**config.mk**
```make
export PLATFORM = sky130hd
export DESIGN_NAME = addsub_pipe
export DESIGN_NICKNAME = d
export VERILOG_FILES = /design/src/rtl/addsub_pipe.sv
export SDC_FILE = /design/constraint.sdc
export NUM_CORES = 1
export LEC_CHECK = 0
export ABC_AREA = 1
export CORE_ASPECT_RATIO = 0.9
export CORE_UTILIZATION = 35
export CTS_BUF_LIST = sky130_fd_sc_hd__clkbuf_16
export DETAILED_ROUTE_END_ITERATION = 10
export PLACE_DENSITY = 0.65
export SLEW_MARGIN = 10
export SYNTH_ARGS = -nofsm -noshare
export SYNTH_HDL_FRONTEND = slang
export SYNTH_SLANG_ARGS = --single-unit
```
**constraint.sdc**
```tcl
create_clock -name clk -period 4.2 [get_ports clk]
set_input_delay 0.84 -clock clk [delete_from_list [all_inputs] [get_ports clk]]
set_output_delay 0.84 -clock clk [all_outputs]
set_load 0.03 [all_outputs]
```
**src/rtl/addsub_pipe.sv**
```systemverilog
// Pipelined two's-complement adder/subtractor: one WIDTH/STAGES chunk per stage, registered carries,
// valid/ready handshake with collapsing bubbles. Define ADDSUB_PIPE_SATURATE_EN for signed saturation.
module addsub_pipe #(
  parameter int WIDTH  = 32,
  parameter int STAGES = 4
) (
  input  logic             clk,
  input  logic             reset,
  input  logic             in_valid,
  output logic             in_ready,
  input  logic [WIDTH-1:0] a,
  input  logic [WIDTH-1:0] b,
  input  logic             sub,
  output logic             out_valid,
  input  logic             out_ready,
  output logic [WIDTH-1:0] sum,
  output logic             carry_out,
  output logic             overflow,
  output logic             zero
);

  localparam int CW = WIDTH / STAGES;

  for (genvar k = 0; k < STAGES; k++) begin : stg
    // Stage k sees only the operand bits from chunk k upward and the k*CW resolved result bits.
    localparam int AW = WIDTH - k * CW;
    localparam int RW = (k + 1) * CW;

    logic          v_q;
    logic          en;
    logic          ld;
    logic          vin_s;
    logic          cin_s;
    logic [AW-1:0] a_s;
    logic [AW-1:0] bp_s;
    logic [CW:0]   csum;
    logic [RW-1:0] res_d;

    always_comb begin
      csum = {1'b0, a_s[CW-1:0]} + {1'b0, bp_s[CW-1:0]} + {{CW{1'b0}}, cin_s};
    end

    if (k == 0) begin : head
      always_comb begin
        vin_s = in_valid;
        a_s   = a;
        bp_s  = sub ? ~b : b;
        cin_s = sub;
        res_d = csum[CW-1:0];
      end
    end else begin : body
      always_comb begin
        vin_s = stg[k-1].v_q;
        a_s   = stg[k-1].fwd.a_q;
        bp_s  = stg[k-1].fwd.bp_q;
        cin_s = stg[k-1].fwd.c_q;
        res_d = {csum[CW-1:0], stg[k-1].fwd.res_q};
      end
    end

    // Data only loads on a real beat so idle cycles never disturb the presented result.
    always_comb begin
      ld = en && vin_s;
    end

    always_ff @(posedge clk) begin
      if (reset) begin
        v_q <= 1'b0;
      end else if (en) begin
        v_q <= vin_s;
      end
    end

    if (k == STAGES - 1) begin : tail
      logic             c_q;
      logic             ovf_q;
      logic             zero_q;
      logic             ovf_d;
      logic             zero_d;
      logic [WIDTH-1:0] sum_q;
      logic [WIDTH-1:0] sum_d;

      always_comb begin
        en     = !v_q || out_ready;
        ovf_d  = (a_s[CW-1] == bp_s[CW-1]) && (res_d[WIDTH-1] != a_s[CW-1]);
        zero_d = (res_d == '0);
`ifdef ADDSUB_PIPE_SATURATE_EN
        if (ovf_d) begin
          sum_d = a_s[CW-1] ? {1'b1, {(WIDTH-1){1'b0}}} : {1'b0, {(WIDTH-1){1'b1}}};
        end else begin
          sum_d = res_d;
        end
`else
        sum_d = res_d;
`endif
      end

      always_ff @(posedge clk) begin
        if (reset) begin
          c_q    <= 1'b0;
          ovf_q  <= 1'b0;
          zero_q <= 1'b0;
          sum_q  <= '0;
        end else if (ld) begin
          c_q    <= csum[CW];
          ovf_q  <= ovf_d;
          zero_q <= zero_d;
          sum_q  <= sum_d;
        end
      end
    end else begin : fwd
      logic             c_q;
      logic [AW-CW-1:0] a_q;
      logic [AW-CW-1:0] bp_q;
      logic [RW-1:0]    res_q;

      always_comb begin
        en = !v_q || stg[k+1].en;
      end

      always_ff @(posedge clk) begin
        if (reset) begin
          c_q   <= 1'b0;
          a_q   <= '0;
          bp_q  <= '0;
          res_q <= '0;
        end else if (ld) begin
          c_q   <= csum[CW];
          a_q   <= a_s[AW-1:CW];
          bp_q  <= bp_s[AW-1:CW];
          res_q <= res_d;
        end
      end
    end
  end

  always_comb begin
    in_ready  = stg[0].en;
    out_valid = stg[STAGES-1].v_q;
    sum       = stg[STAGES-1].tail.sum_q;
    carry_out = stg[STAGES-1].tail.c_q;
    overflow  = stg[STAGES-1].tail.ovf_q;
    zero      = stg[STAGES-1].tail.zero_q;
  end

endmodule

```
==> out/metrics.cfg <==
[status]
status=complete, no violations

[floorplan]
dieArea_um2=24100
die_height_um=147
std_cell_rows=52
die_w_um=164
start_util=0.361
ios=106
core_area_um2=22800

[clock_tree]
cts.reportedPaths.clkPinSlew_ns=0.06
holdBufCountCts=0
post_cts.repair.setup_buffers=0
clock-sinks=186
clock_latency_ns=0.43
clockRootBuffer=clkbuf_16
cts_tree=built
htree_levels=4
ctsResizeCount=0
cts_buffer_depth=2
numCtsBuffers=17

[cells_and_area]
n_fill_cell=2296
drive_above_1_share=0.0460
final_cell_mix=217 x nor2_1, 186 x dfxtp_1, 141 x o21ai_0, 104 x a21oi_1, 104 x clkdlybuf4s50_1
diodes=0
multi_input_area_um2=3810
layout_commonest_cell=nor2_1
finalNetCount=1244
regArea_um2=3720
syn2layout_area_growth_pct=21.0

[timing]
fin_crit_ns=3.31
max_slew_margin=0.435
rsz0062_at_grt=no
finalSetupTns_ns=0
slew_viol_final=0
setup_viol=0
hold_violations=0
tightestPinTransition_ns=0.848
fin_crit_sh=0.788
fin_skew_ns=0.00728
max_freq_mhz=302
whs_ns=0.459

[grt]
grt_util_all_layers=0.158
antenna_found_initial=0
grt_max_degree=62
grt_remaining_overflow=0
grt_pass1_vias=5980
grt_pass1_wl_um=30200

[setup_path]
slowest_stage=clkdlybuf4s50_1
crit_buf_inv=4
worstPathArrival_ns=2.47
critPathLaunchType=input pin
worstPathMaxFanout=3
r2r_start=stg[2].fwd.c_q
timing.rr.end=zero
worst-r2r-setup-slack_ns=2.08
required_ns=3.36
r2r_cells=11
crit_chain=clkdlybuf4s50_1, inv_1, nand2_2, nor2_4, nand2_4, nor2_4, inv_1, clkdlybuf4s50_1
path_class=in2out
crit_family=buffers and inverters
end_kind=output port
critPathLaunch=out_ready
worstSetupEndpoint=in_ready
crit_path_max_incr_delay_ns=0.62
path_depth=8

[logic_synthesis]
yosys.area_share.xor_xnor=0.0468
ys_types=35
ys_warn_count=0
synth.area.mux_share=0
synth_area_per_cell_um2=7.71
synthAdderAreaFrac=0.0596
syn_inst=1067
netlist_area_um2=8230
synth_compound_gate_area_share=0.177
synth_top_family_by_area=simple AND/OR/NAND/NOR gates
synth_seq_cells=186
synthesis.nets=1171
synth-simple-area-share=0.180
yosysSeqAreaShare=0.452

[worst_hold_path]
min-delay-path-class=reg2reg
whs_path_depth=2

[pwr]
power_frac_clock=0.378
p_leak_uw=0.00421
combPwrFrac=0.140
p_int_uw=2930
switching_share=0.270
p_switching_uw=1080
cellPowerDensity_nw_per_um2=403
seq_power_share=0.482
finalPower_uw=4010
vdd_ir_drop_max_mv=0.217

[drt]
drt_iter0_drc=457
routedWlPerCell_um=12.7
num_vias=6750
ant_nets=0
dr.pass1.iters=5
drcViolationCount=0
wirelength_um=18500
avgViaCountPerCell=4.66

[placement]
gp_congestion=0.827
port_buffers=105
dp_hpwl_um=13500

[flow_run]
maxCapViolCount=0

## per-stage QoR
step,cells,setup slack (ns),util,cell area (um2)
CTS,1450,0.903,0.437,9960
global placement,1418,0.915,0.413,9410
global route,1450,0.827,0.437,9960
floorplan,1067,1.63,-,8230
finish,1450,0.892,0.437,9960
detailed placement,1418,0.917,0.413,9410
## per-layer routing
| layer | track usage | vias to the layer above | wire (um) |
|---|---|---|---|
| li1 | - | 3610 | - |
| met4 | 0.0468 | 0 | 218 |
| met3 | 0.0337 | 17 | 824 |
| met5 | 0 | - | 0 |
| met2 | 0.223 | 148 | 7520 |
| met1 | 0.237 | 2975 | 9930 |
## registers in the layout (all words and copies together), names as in the netlist
signal         count
carry_out          1
out_valid          1
stg.v_q            3
zero               1
overflow           1
stg.fwd.res_q     48
sum               32
stg.fwd.c_q        3
stg.fwd.bp_q      48
stg.fwd.a_q       48
## logic make-up after synthesis
family	Yosys count
flops	186
buf+inv	153
compound gates	283
xor+xnor	44
fa+ha+maj	35
simple gates	366
## worst min path at each step
| stage | startpoint | to | slack, ns |
|---|---|---|---|
| 5_1_grt | stg[0].fwd.bp_q[22] | stg[1].fwd.bp_q[14] | 0.48 |
| 6_report | stg[0].fwd.bp_q[11] | stg[0].fwd.bp_q[11] | 0.46 |
| 3_5_place_dp | stg[0].fwd.bp_q[11] | stg[1].fwd.bp_q[3] | 0.45 |
| 3_3_place_gp | stg[0].fwd.bp_q[11] | stg[1].fwd.bp_q[3] | 0.44 |
| 2_1_floorplan | stg[0].fwd.bp_q[10] | stg[0].fwd.bp_q[10] | 0.43 |
| 4_1_cts | stg[0].fwd.bp_q[11] | stg[1].fwd.bp_q[3] | 0.46 |
## layout make-up
type / instances / share of cell area
clock inverter: 15 / 0.0126
inverter: 92 / 0.0351
clock buffer: 17 / 0.0427
timing repair buffer: 115 / 0.115
multi-input combinational: 728 / 0.383
tap: 297 / 0.0373
sequential: 186 / 0.374
## Yosys cell counts
cell	instances	share of area
nor2_1	217	0.099
dfxtp_1	186	0.45
o21ai_0	141	0.086
a21oi_1	104	0.063
nand2_1	98	0.045
inv_1	87	0.040
xor2_1	29	0.031
ha_1	28	0.043
nand3_1	28	0.017
o21ai_1	27	0.016
clkbuf_1	24	0.011
buf_2	20	0.012
xnor2_1	15	0.016
buf_6	10	0.014
fa_1	7	0.017
nand4_1	6	0.0046
nor3_1	5	0.0030
inv_2	4	0.0018
buf_4	3	0.0027
nand2b_1	3	0.0023
nor2_4	3	0.0041
o211ai_1	3	0.0027
o311ai_0	3	0.0032
a211oi_2	2	0.0030
buf_1	2	0.00091
clkbuf_2	2	0.0012
nand2_2	2	0.0015
a31oi_1	1	0.00076
inv_4	1	0.00076
nand2_4	1	0.0014
nand3b_1	1	0.00091
o21ai_2	1	0.0011
o21bai_1	1	0.00091
or2_1	1	0.00076
or2_2	1	0.00076
## worst register-to-register path: stages, from the launching register on
cell,delay [ns]
dfxtp_1,0.33
fa_1,0.49
fa_1,0.45
nand2_1,0.11
nand2_1,0.05
nor2_1,0.08
nand2_1,0.05
nor2_1,0.10
nand3_1,0.08
nor2_1,0.10
nand3_1,0.09
a21oi_1,0.13
## power by group through the flow
stage / Combinational (uW) / Clock, uW / Sequential [uW]
global route: 638 / 1630 / 1940
detailed placement: 563 / 0 / 1970
floorplan: 372 / 0 / 1970
finish: 563 / 1510 / 1930
global placement: 555 / 0 / 1970
CTS: 568 / 1550 / 1930
Note: power is estimated with default switching activity, not from simulation.
